--- config.mk ---
export PLATFORM = sky130hd
export DESIGN_NAME = led_cube_frame_driver_flat
export DESIGN_NICKNAME = d
export VERILOG_FILES = /design/src/rtl/led_cube_frame_driver_if.sv /design/src/rtl/led_cube_frame_driver.sv /design/src/flat_wrapper.sv
export SDC_FILE = /design/constraint.sdc
export NUM_CORES = 1
export LEC_CHECK = 0
export ABC_AREA = 1
export CAP_MARGIN = 20
export CORE_MARGIN = 4
export CORE_UTILIZATION = 35
export CTS_CLUSTER_DIAMETER = 50
export DETAILED_ROUTE_END_ITERATION = 6
export PLACE_DENSITY = 0.68
export SLEW_MARGIN = 20
export SYNTH_ARGS = -nofsm -noshare
export SYNTH_HDL_FRONTEND = slang
export SYNTH_SLANG_ARGS = --single-unit
--- constraint.sdc ---
create_clock -name clk -period 1.75 [get_ports clk]
set_clock_uncertainty 0.15 [all_clocks]
set_input_delay 0.525 -clock clk [delete_from_list [all_inputs] [get_ports clk]]
set_output_delay 0.525 -clock clk [all_outputs]
set_load 0.03 [all_outputs]
--- src/rtl/led_cube_frame_driver_if.sv ---
// Frame driver bus: scan control, frame fetch, latch/layer drive, pulse.
// Design side is master; the surrounding logic is slave.
interface led_cube_frame_driver_if;
   logic       start;
   logic       stop;
   logic       done;
   logic [5:0] addr;
   logic [7:0] data_to_latch;
   logic [7:0] Layers;
   logic [7:0] Latches;
   logic [7:0] Data;
   logic       cond;
   logic       pulse;

   modport master (
      input  start, stop, data_to_latch, cond,
      output done, addr, Layers, Latches, Data, pulse
   );

   modport slave (
      output start, stop, data_to_latch, cond,
      input  done, addr, Layers, Latches, Data, pulse
   );
endinterface

--- src/rtl/led_cube_frame_driver.sv ---
// 8x8x8 LED cube scan engine: loads column latches per layer, then
// lights that layer for LAYER_HOLD cycles. Includes a rising-edge pulser.
module led_cube_frame_driver #(
   parameter int LAYER_HOLD = 6250
) (
   input logic                    clk,
   input logic                    rst_n,
   led_cube_frame_driver_if.master bus
);
   localparam int HW = (LAYER_HOLD > 1) ? $clog2(LAYER_HOLD) : 1;
   localparam logic [HW-1:0] HOLD_LAST = HW'(LAYER_HOLD - 1);

   typedef enum logic [2:0] {
      IDLE, SETUP, STROBE, HOLD, DISPLAY
   } state_t;

   state_t          state, state_n;
   logic [2:0]      layer, layer_n;
   logic [2:0]      col, col_n;
   logic [HW-1:0]   hold, hold_n;
   logic [7:0]      data_q, data_n;
   logic            cond_q, pulse_q;
   logic            done_c;
   logic [5:0]      addr_c;
   logic [7:0]      layers_c, latches_c;

   // State and scan counters
   always_ff @(posedge clk) begin
      if (!rst_n) begin
         state  <= IDLE;
         layer  <= '0;
         col    <= '0;
         hold   <= '0;
         data_q <= '0;
      end else begin
         state  <= state_n;
         layer  <= layer_n;
         col    <= col_n;
         hold   <= hold_n;
         data_q <= data_n;
      end
   end

   // Next-state logic; stop beats start, start restarts from layer 0
   always_comb begin
      state_n = state;
      layer_n = layer;
      col_n   = col;
      hold_n  = hold;
      data_n  = data_q;
      if (bus.stop) begin
         state_n = IDLE;
         layer_n = '0;
         col_n   = '0;
         hold_n  = '0;
         data_n  = '0;
      end else if (bus.start) begin
         state_n = SETUP;
         layer_n = '0;
         col_n   = '0;
         hold_n  = '0;
      end else begin
         unique case (state)
            IDLE: ;
            SETUP: begin
               data_n  = bus.data_to_latch;
               state_n = STROBE;
            end
            STROBE: state_n = HOLD;
            HOLD: begin
               if (col == 3'd7) begin
                  col_n   = '0;
                  hold_n  = '0;
                  state_n = DISPLAY;
               end else begin
                  col_n   = col + 3'd1;
                  state_n = SETUP;
               end
            end
            DISPLAY: begin
               if (hold == HOLD_LAST) begin
                  layer_n = layer + 3'd1;
                  state_n = SETUP;
               end else begin
                  hold_n = hold + HW'(1);
               end
            end
            default: state_n = IDLE;
         endcase
      end
   end

   // Output decode from registered state only; layers blank while loading
   always_comb begin
      addr_c    = (state == IDLE) ? 6'd0 : {layer, col};
      layers_c  = (state == DISPLAY) ? (8'd1 << layer) : 8'd0;
      latches_c = (state == STROBE) ? (8'd1 << col) : 8'd0;
      done_c    = (state == DISPLAY) && (layer == 3'd7) &&
                  (hold == HOLD_LAST);
   end

   // Rising-edge pulse generator, independent of the scan
   always_ff @(posedge clk) begin
      if (!rst_n) begin
         cond_q  <= 1'b0;
         pulse_q <= 1'b0;
      end else begin
         cond_q  <= bus.cond;
         pulse_q <= bus.cond & ~cond_q;
      end
   end

   assign bus.addr    = addr_c;
   assign bus.Layers  = layers_c;
   assign bus.Latches = latches_c;
   assign bus.done    = done_c;
   assign bus.Data    = data_q;
   assign bus.pulse   = pulse_q;
endmodule

--- src/flat_wrapper.sv ---
// flat-port wrapper written by rule: the top's interface ports become plain ports
module led_cube_frame_driver_flat 
#(
   parameter int LAYER_HOLD = 6250
)
  (clk, rst_n, bus_start, bus_stop, bus_data_to_latch, bus_cond, bus_done, bus_addr, bus_Layers, bus_Latches, bus_Data, bus_pulse);
  led_cube_frame_driver_if bus_i ();
  input logic clk;
  input logic rst_n;
  input wire logic [$bits(bus_i.start)-1:0] bus_start;
  input wire logic [$bits(bus_i.stop)-1:0] bus_stop;
  input wire logic [$bits(bus_i.data_to_latch)-1:0] bus_data_to_latch;
  input wire logic [$bits(bus_i.cond)-1:0] bus_cond;
  output wire logic [$bits(bus_i.done)-1:0] bus_done;
  output wire logic [$bits(bus_i.addr)-1:0] bus_addr;
  output wire logic [$bits(bus_i.Layers)-1:0] bus_Layers;
  output wire logic [$bits(bus_i.Latches)-1:0] bus_Latches;
  output wire logic [$bits(bus_i.Data)-1:0] bus_Data;
  output wire logic [$bits(bus_i.pulse)-1:0] bus_pulse;
  assign bus_i.start = bus_start;
  assign bus_i.stop = bus_stop;
  assign bus_i.data_to_latch = bus_data_to_latch;
  assign bus_i.cond = bus_cond;
  assign bus_done = bus_i.done;
  assign bus_addr = bus_i.addr;
  assign bus_Layers = bus_i.Layers;
  assign bus_Latches = bus_i.Latches;
  assign bus_Data = bus_i.Data;
  assign bus_pulse = bus_i.pulse;
  led_cube_frame_driver #(.LAYER_HOLD(LAYER_HOLD)) u_core (.clk(clk), .rst_n(rst_n), .bus(bus_i));
endmodule
# Word-level counts from Yosys, hierarchy flattened
# Cells that the tools add are included.
[op_classes] n_reduce_logical=11 addsub=3 bitwise_logic=5 eq_ne=12 mux=11 n_shift=2
[op_table] operator="2-to-1 mux 13 bit" count=2
[op_table] operator="one-hot mux 13 bit (2 select lines)" count=1
[op_table] operator="2-to-1 mux 8 bit" count=2
[op_table] operator="<< shifter 1 x 3 -> 8 bit, first input constant" count=2
[op_table] operator="one-hot mux 3 bit (5 select lines)" count=1
[op_table] operator="adder 13 x 1 -> 13 bit, second input constant" count=1
[op_table] operator="== test 13 bit, second input constant" count=1
[op_table] operator="== test 3 bit, second input constant" count=3
[op_table] operator="2-to-1 mux 3 bit" count=3
[op_table] operator="AND reduction 2 bit" count=4
[op_table] operator="adder 3 x 1 -> 3 bit, second input constant" count=2
[op_table] operator="== test 3 x 2 -> 1 bit, second input constant" count=2
[op_table] operator="2-to-1 mux 6 bit" count=1
[op_table] operator="!= test 2 x 1 -> 1 bit, second input constant" count=2
[op_table] operator="!= test 2 bit, second input constant" count=2
[op_table] operator="inverter 1 bit" count=4
[op_table] operator="== test 3 x 1 -> 1 bit, second input constant" count=1
[op_table] operator="zero test 3 bit" count=1
[op_table] operator="!= test 3 x 2 -> 1 bit, second input constant" count=1
[op_table] operator="AND reduction 3 bit" count=1
[op_table] operator="OR reduction 3 bit" count=1
[op_table] operator="logical AND 1 bit" count=2
[op_table] operator="nonzero test 2 bit" count=1
[op_table] operator="OR reduction 2 bit" count=1
[op_table] operator="2 further kinds" count=2
[totals] word_cells=52 register_bits=32 output_inout_bits=32

# Longest topological paths before layout
# Gate-level depths: netlist (run 1).
[depth] depth_word=4 mapped_depth=10 mapped_depth_nobuf=10

# Least setup slack after synthesis (run 1)
# OpenSTA, ideal clock, no wires.
[synth_path] kind="register to output" startpoint="register u_core.state[0]" endpoint="output port bus_Layers[0]" path_stages_with_launch=5 t_arrival_ns=1.459 slack_ns=-0.384 path_cell_list="dfxtp_1 nor2_1 nand2_2 clkbuf_1 nor3_1"
[synth_via] elab_chain_len=2
[synth_rtl] element="start, declared" line="led_cube_frame_driver.sv:17" rtl="state_t state, state_n;"
[synth_rtl] element="start signal, assigned" line="led_cube_frame_driver.sv:36" rtl="state <= state_n;"
[synth_rtl] element="== test 3 bit" line="led_cube_frame_driver.sv:96" rtl="layers_c = (state == DISPLAY) ? (8'd1 << layer) : 8'd0;"
[synth_rtl] element="2-to-1 mux 8 bit" line="led_cube_frame_driver.sv:96"
[synth_rtl] element="end, declared" line="flat_wrapper.sv:16" rtl="output wire logic [$bits(bus_i.Layers)-1:0] bus_Layers;"
# No other way between the ends.

# Worst setup path after layout (run 1)
[layout_path] startpoint="register u_core.state[0]" endpoint="output port bus_done"
[layout_via] elab_chain_len=3
[layout_rtl] element="== test 3 bit" line="led_cube_frame_driver.sv:98" rtl="done_c = (state == DISPLAY) && (layer == 3'd7) &&"
[layout_rtl] element="logical AND 1 bit (2 in a row)" line="led_cube_frame_driver.sv:98"
[layout_rtl] element="end, declared" line="flat_wrapper.sv:14" rtl="output wire logic [$bits(bus_i.done)-1:0] bus_done;"
# No other way between the ends.

==> results_tabular.tex, run 1 <==
\begin{tabular}{lr}
\hline
Metric & Value \\
\hline
\multicolumn{2}{l}{\textbf{Floorplanning}} \\
Die Outline Area & 7060 um2 \\
Number of primary I/O pins & 45 \\
CORE AREA & 5540 um2 \\
Effective utilization at floorplan & a little over a third \\
Die boundary height & 84.0 um \\
Die Span X & 84.0 um \\
Row count & 27 \\
\multicolumn{2}{l}{\textbf{Timing}} \\
Final Hold Viols & 0 \\
Number of failing setup endpoints in the final timing report & 23 \\
Time the worst path needs with I/O delays and setup & 2110 ps \\
Max Fclk & about 470 MHz \\
Share of the clock period used by the worst path after layout & 121\% \\
Worst Setup Slack, final & -361 ps \\
Transition time of the tightest slew-check pin & 401 ps \\
Final number of max-transition violations & 0 \\
Tightest slew margin relative to the limit & 73.2\% \\
Unrepaired setup endpoints after global routing & yes \\
\multicolumn{2}{l}{\textbf{Cells and area}} \\
Layout fillers & 445 \\
Synth-to-layout area growth & 76.4\% \\
Antenna diodes & 0 \\
Util after Layout & about 64\% \\
Net count, final & approximately 410 \\
Fraction of layout cells with a size suffix above 1 & a little over 50\% \\
Count of placed standard cells in the final layout, fillers left out & 459 \\
\multicolumn{2}{l}{\textbf{Setup path}} \\
Capture point of the worst reg-to-reg path & u\_core.layer[2]\$\_SDFFE\_PP0P\_ \\
Delay of the slowest cell on the worst path & 360 ps \\
RR Startpoint & u\_core.state[0]\$\_SDFFE\_PP0P\_ \\
Cell mode on critical path & nor2\_4 \\
Worst-path cell with the longest stage delay & dfxtp\_4 \\
Cell-by-cell listing of the critical path & nor2\_4 -> nand2\_4 -> inv\_6 -> nand4\_1 -> nor2\_4 -> buf\_6 \\
Crit start category & register \\
Critical path endpoint category & output port \\
Cell family contributing the most delay on the critical path & simple AND/OR/NAND/NOR gates \\
Timing startpoint of the critical path & u\_core.state[0]\$\_SDFFE\_PP0P\_ \\
Count of buffering cells on the critical path with inverters included & 2 \\
Data required time of the worst path & $\sim$1100 ps \\
Flop2flop setup slack & about 40 ps \\
Worst reg2reg path depth & 9 \\
Critical path peak fanout & 3 \\
Crit path arrival time & 1440 ps \\
Type of the setup path with the least slack & register to output port \\
\multicolumn{2}{l}{\textbf{Global route}} \\
Largest net degree at the start of global routing & 14 \\
Met3 GRT Util & under 10\% \\
Antenna violations before repair & 0 \\
Wire length of the first global-routing pass & 10.1 mm \\
Met1 usage & between 10\% and 20\% \\
Total routing resource utilization after global routing & 17.6\% \\
Global route total overflow & 0 \\
Routing layer with the top usage in global route & met2 \\
Vias in the first global route & approximately 2200 \\
Met2 Resource Use GR & 30.2\% \\
\multicolumn{2}{l}{\textbf{Synthesis}} \\
Sequential fraction of the synthesis area & 31.7\% \\
Synthesized netlist net count & roughly 310 \\
Top-area cell type share of the netlist area & around a third \\
Largest area contributor in the netlist & dfxtp\_1 \\
Commonest register cell after synthesis & dfxtp\_1 \\
Yosys warning total & 0 \\
Largest cells by area after synthesis & dfxtp\_1 32\%, nor2\_1 9.1\%, nand2\_1 8.7\% \\
Distinct cells, synth & 27 \\
Number of synthesized flops with an enable pin & 0 \\
Cells after Synth & 285 \\
Mapped Avg Cell Area & approximately 7.1 um2 \\
Proportion of synthesized flip-flops having asynchronous set or reset & 0\% \\
Register bit count reported by yosys & 32 \\
Synth Cell Area & around 2000 um2 \\
\multicolumn{2}{l}{\textbf{CTS}} \\
Clock sink total & 32 \\
Number of H-tree levels & 2 \\
Clock latency on the worst-skew pair & a little under 300 ps \\
Max clock buf depth & 2 \\
Clock root buffer & clkbuf\_8 \\
Number of buffers added by the clock tree synthesis step & 5 \\
Clock tree from TritonCTS & yes \\
Clock-pin slew of the registers on the worst-case setup and hold paths & 70 ps \\
\multicolumn{2}{l}{\textbf{Placement}} \\
Routability congestion estimate from global placement & approximately 0.83 \\
HPWL after detailed placement & 3.92 mm \\
Count of input and output buffers & 44 \\
Number of placed instances, taps included & 430 \\
\multicolumn{2}{l}{\textbf{Power and ir drop}} \\
Total leakage power & 0.00138 uW \\
Worst VDD drop & 489 uV \\
Overall Power & 1410 uW \\
Pwr dens & 394 nW/um2 \\
\multicolumn{2}{l}{\textbf{Drt}} \\
First-pass iteration count of the detailed router & 4 \\
Via count & $\sim$2300 \\
Detailed-route wire length & 6.95 mm \\
Post-route ant nets & 0 \\
Final routed DRC violation total & 0 \\
Routed WL per cell & 15.1 um \\
Vias per inst & 4.97 \\
1st-iter DRT viols & 148 \\
\multicolumn{2}{l}{\textbf{Worst hold path}} \\
Hold Crit Endpoint & u\_core.bus.pulse\$\_SDFF\_PN0\_ \\
Worst hold start & u\_core.cond\_q\$\_SDFF\_PN0\_ \\
HP Class & register to register \\
Instance count along the most critical hold path & 1 \\
\multicolumn{2}{l}{\textbf{Run status}} \\
Run status & complete, but fails checks \\
Violations in the final reports & setup timing \\
\multicolumn{2}{l}{\textbf{Job}} \\
Max-cap viol count & 0 \\
\hline
\end{tabular}
-- state kept, by name, indices dropped and copies added (netlist names) --
signal and cells:
u_core.col 3, u_core.state 3, u_core.bus.Data 8, u_core.hold 13, u_core.layer 3, u_core.cond_q 1, u_core.bus.pulse 1
-- cells by family (layout without fill, tap and decap cells) --
kind of cell             Yosys count  in the layout  synth area share (%)
buffers and inverters             47            148                  10.4
AND/OR/NAND/NOR                  159            160                  39.1
flip-flops                        32             32                  31.7
AO/OA/AOI/OAI                     33             33                  10.1
adder cells (fa/ha/maj)           14             14                  8.66
-- per-layer routing --
metal	up-vias	share of wire [%]
met5	-	0
met2	94	51
met3	31	5.2
met1	1032	39
li1	1122	-
met4	0	5.0
-- where the power goes --
| group | total (uW) | leakage (uW) | switching [uW] | internal (uW) |
|---|---|---|---|---|
| clock | 551 | 0.0000410 | 281 | 270 |
| sequential | 728 | 0.000266 | 3.71 | 724 |
| combinational | 126 | 0.00107 | 63.1 | 63.0 |
| total | 1410 | 0.00138 | 348 | 1060 |
-- cell usage after synthesis, types with 2 or more instances --
cell      count
nor2_1       49
nand2_1      47
inv_1        37
dfxtp_1      32
nand3_1      22
ha_1         14
o21ai_0      14
nor3_1       12
a21oi_2      10
nand3_2       9
a21oi_1       8
nor2_4        5
inv_2         4
nand2_2       4
nand4_1       4
nand3b_1      2
nor2_2        2
-- cells in the final DEF (no fill, tap or decap), types with 2 or more instances in the layout --
master	n
a21oi_1	5
a21oi_2	13
buf_4	51
buf_6	24
clkbuf_8	5
clkdlybuf4s15_1	4
clkdlybuf4s50_1	11
dfxtp_1	21
dfxtp_2	4
dfxtp_4	7
dlygate4sd2_1	5
ha_1	4
ha_4	10
inv_1	18
inv_2	12
inv_4	7
inv_6	4
nand2_1	44
nand2_2	3
nand2_4	3
nand2_8	2
nand3_1	21
nand3_2	9
nand3_4	3
nand3b_1	2
nand4_1	4
nor2_1	35
nor2_4	20
nor3_2	5
nor3_4	7
o21ai_0	14
-- layout make-up --
type,count,area (um2),share of cell area (%)
tap,72,90.1,2.53
sequential,32,672,18.8
timing repair buffer,99,922,25.9
multi-input combinational,207,1600,44.8
clock buffer,6,72.6,2.04
clock inverter,1,5.00,0.140
inverter,42,208,5.82
-- how the worst max path moves through the flow --
stage / endpoint / slack [ps] / cells after the start
5_1_grt: bus_done / -420 / 6
6_report: bus_done / -360 / 6
2_1_floorplan: bus_Latches[0] / -220 / 3
3_5_place_dp: u_core.col[1]$_SDFFE_PP0N_ / -270 / 7
3_3_place_gp: u_core.state[1]$_SDFFE_PP0P_ / -200 / 7
4_1_cts: bus_done / -330 / 7
-- stage by stage --
stage / setup WS, ps / area (um2) / hold WS, ps / setup TNS [ps]
6_report: -361 / 3570 / 234 / -5580
5_1_grt: -425 / 3570 / 263 / -6850
4_1_cts: -329 / 3220 / 240 / -4380
3_5_place_dp: -268 / 2810 / 231 / -4730
3_3_place_gp: -202 / 2810 / 222 / -3800
2_1_floorplan: -221 / 2130 / 218 / -1590
-- repair_timing --
action	CTS	global route
pin swaps	10	11
setup endpoints to repair	32	45
resized for setup	84	72
buffers inserted	9	12
cloned	2	0
hold buffers	0	0
Note: power is estimated with default switching activity, not from simulation.
==> run 2, diff against run 1 <==
--- a/config.mk
+++ b/config.mk
@@ -8,10 +8,10 @@
 export ABC_AREA = 1
 export CAP_MARGIN = 20
 export CORE_MARGIN = 4
-export CORE_UTILIZATION = 35
+export CORE_UTILIZATION = 50
 export CTS_CLUSTER_DIAMETER = 50
 export DETAILED_ROUTE_END_ITERATION = 6
-export PLACE_DENSITY = 0.68
+export PLACE_DENSITY = 0.88
 export SLEW_MARGIN = 20
 export SYNTH_ARGS = -nofsm -noshare
 export SYNTH_HDL_FRONTEND = slang
==> results_tabular.tex, run 2 (same netlist as run 1, synthesis figures left out) <==
\begin{tabular}{lr}
\hline
Metric & Value \\
\hline
\multicolumn{2}{l}{\textbf{Floorplanning}} \\
Effective utilization at floorplan & 53.6\% (+17 points) \\
CORE AREA & 3770 um2 (-32\%) \\
Die boundary height & 71.6 um (-15\%) \\
Die Outline Area & 5130 um2 (-27\%) \\
Row count & 22 (-19\%) \\
Die Span X & 71.6 um (-15\%) \\
Number of primary I/O pins & 45 (unchanged) \\
\multicolumn{2}{l}{\textbf{Setup path}} \\
Data required time of the worst path & 1070 ps (about the same) \\
Worst-path cell with the longest stage delay & dfxtp\_1 \\
Critical path peak fanout & 2 (-1) \\
Crit start category & register \\
Cell-by-cell listing of the critical path & inv\_1 -> nand2\_1 -> nor2\_4 -> nand4\_1 -> nor2\_4 -> buf\_6 \\
Delay of the slowest cell on the worst path & 370 ps (about the same) \\
Crit path arrival time & 1640 ps (+200 ps) \\
Critical path endpoint category & output port \\
Type of the setup path with the least slack & register to output port \\
Cell mode on critical path & nor2\_4 \\
\multicolumn{2}{l}{\textbf{Cells and area}} \\
Max FFs per register & 13 (unchanged) \\
Util after Layout & 97.5\% (+33 points) \\
Multi-input combinational cell area & 1670 um2 (+4.9\%) \\
Flip-flop and latch area & 672 um2 (unchanged) \\
Antenna diodes & 0 (unchanged) \\
Most frequent standard cell in the layout excluding fill and tap cells & buf\_4 \\
Net count, final & 416 (+0.48\%) \\
Synth-to-layout area growth & 81.9\% \\
Fraction of layout cells with a size suffix above 1 & 52.8\% (+2.4 points) \\
Layout fillers & 55 (-88\%) \\
Largest register by flop count & u\_core.hold \\
Top library cells by usage in the layout, fill and taps aside & 52 x buf\_4, 41 x nand2\_1, 34 x nor2\_1, 25 x buf\_6, 21 x dfxtp\_1 \\
\multicolumn{2}{l}{\textbf{Drt}} \\
Via count & 2960 (+30\%) \\
First-pass iteration count of the detailed router & 7 (+3) \\
Routed WL per cell & 27.7 um (+83\%) \\
Post-route ant nets & 0 (unchanged) \\
1st-iter DRT viols & 631 (+330\%) \\
Final routed DRC violation total & 54 (+54) \\
Vias per inst & 6.76 (+36\%) \\
Detailed-route wire length & 12.2 mm (+75\%) \\
\multicolumn{2}{l}{\textbf{Global route}} \\
Total routing resource utilization after global routing & 34.7\% (+17 points) \\
Vias in the first global route & 2639 (+18\%) \\
Antenna violations before repair & 1 (+1) \\
Largest net degree at the start of global routing & 15 (+1) \\
Wire length of the first global-routing pass & 13.5 mm (+34\%) \\
Global route total overflow & 0 (unchanged) \\
\multicolumn{2}{l}{\textbf{Timing}} \\
Unrepaired setup endpoints after global routing & yes \\
Worst Setup Slack, final & -566 ps (-205 ps) \\
Hold slack & 295 ps (+61.1 ps) \\
Final number of max-transition violations & 0 (unchanged) \\
Tightest slew margin relative to the limit & 68.6\% (-4.6 points) \\
Share of the clock period used by the worst path after layout & 132\% (+12 points) \\
Final Hold Viols & 0 (unchanged) \\
Time the worst path needs with I/O delays and setup & 2320 ps (+205 ps) \\
Number of failing setup endpoints in the final timing report & 49 (+110\%) \\
Aggregate negative setup slack & -10430 ps (-4850 ps) \\
Max Fclk & 432 MHz (-8.9\%) \\
Transition time of the tightest slew-check pin & 466 ps (+65.1 ps) \\
\multicolumn{2}{l}{\textbf{Power and ir drop}} \\
Total leakage power & 0.00142 uW (+2.8\%) \\
Part of the total power dissipated in the clock network & 46.4\% (+7.2 points) \\
Sequential fraction of design power & 44.4\% (-7.4 points) \\
Internal cell power & 1210 uW (+15\%) \\
Combinational share of power & 9.2\% (+0.2 points) \\
Switching share of power & 26.1\% (+1.4 points) \\
Net load switching power & 429 uW (+23\%) \\
Pwr dens & 447 nW/um2 (+13\%) \\
Worst VDD drop & 770 uV (+57\%) \\
\multicolumn{2}{l}{\textbf{Run status}} \\
Violations in the final reports & DRC, setup timing \\
Run status & complete, but fails checks \\
\multicolumn{2}{l}{\textbf{Placement}} \\
Routability congestion estimate from global placement & 0.861 (+3.3\%) \\
HPWL after detailed placement & 3.98 mm (+1.5\%) \\
Count of input and output buffers & 44 (unchanged) \\
\multicolumn{2}{l}{\textbf{CTS}} \\
Clock latency on the worst-skew pair & 320 ps (+30 ps) \\
Max clock buf depth & 2 (unchanged) \\
Clock-pin slew of the registers on the worst-case setup and hold paths & 70 ps (about the same) \\
Number of buffers added by the clock tree synthesis step & 5 (unchanged) \\
Clock root buffer & clkbuf\_8 \\
Clock tree from TritonCTS & yes \\
Number of H-tree levels & 2 (unchanged) \\
Hold Buf Count CTS & 0 (unchanged) \\
Clock sink total & 32 (unchanged) \\
\multicolumn{2}{l}{\textbf{Worst hold path}} \\
HP Class & register to register \\
\multicolumn{2}{l}{\textbf{Job}} \\
Max-cap viol count & 0 (unchanged) \\
\hline
\end{tabular}
==> run 2: critical path, delay by kind of cell, from the launching register on <==
family	cells	cell delay [ps]
buffers and inverters	2	350
DFF	1	370
and+or+nand+nor	4	600
==> run 2: cell type report <==
type	count	area share, %
multi-input cells	207	45.5
repair buffers	101	25.7
flip-flops and latches	32	18.3
inverters	42	5.92
clock buffers	6	1.97
well taps	48	1.63
clock inverters	2	0.953
==> run 2: repair_timing <==
item | CTS | global route
resized for setup | 107 | 72
setup buffers | 14 | 11
pin swaps | 14 | 18
hold endpoints to repair | 0 | 0
setup endpoints to repair | 32 | 58
cloned | 2 | 0
==> run 2: routing by layer <==
layer | global-route usage [%] | wire length [um] | part of all wire (%)
met5 | 0 | 0 | 0
met4 | 26.1 | 1400 | 11
met3 | 9.40 | 1690 | 14
met2 | 59.9 | 5380 | 44
met1 | 35.4 | 3680 | 30
==> run 2: through the flow <==
stage                     cell area, um2  cells  total power, uW  setup slack (ps)
after floorplan                     2130    285              794              -221
after global placement              2770    405              843              -179
after detailed placement            2770    405              846              -248
after CTS                           3360    429             1550              -312
after global routing                3680    438             1660              -656
final                               3680    438             1640              -566
==> run 2: worst paths after layout <==
path / from / endpoint / slack (ps) / depth (start not counted)
worst max-delay path: u_core.hold[9]$_SDFFE_PP0P_ / bus_done / -570 / 6
worst min-delay path: u_core.cond_q$_SDFF_PN0_ / u_core.bus.pulse$_SDFF_PN0_ / 290 / 1
worst max register to register: u_core.hold[9]$_SDFFE_PP0P_ / u_core.hold[12]$_SDFFE_PP0P_ / -290 / 9
worst min register to register: u_core.cond_q$_SDFF_PN0_ / u_core.bus.pulse$_SDFF_PN0_ / 290 / 1
==> run 2: power groups by stage <==
stage | combinational (uW) | clock (uW) | sequential, uW
after floorplan | 32.9 | 0 | 761
after global placement | 89.7 | 0 | 754
after detailed placement | 91.6 | 0 | 754
after CTS | 108 | 711 | 729
after global routing | 157 | 775 | 730
final | 152 | 763 | 729
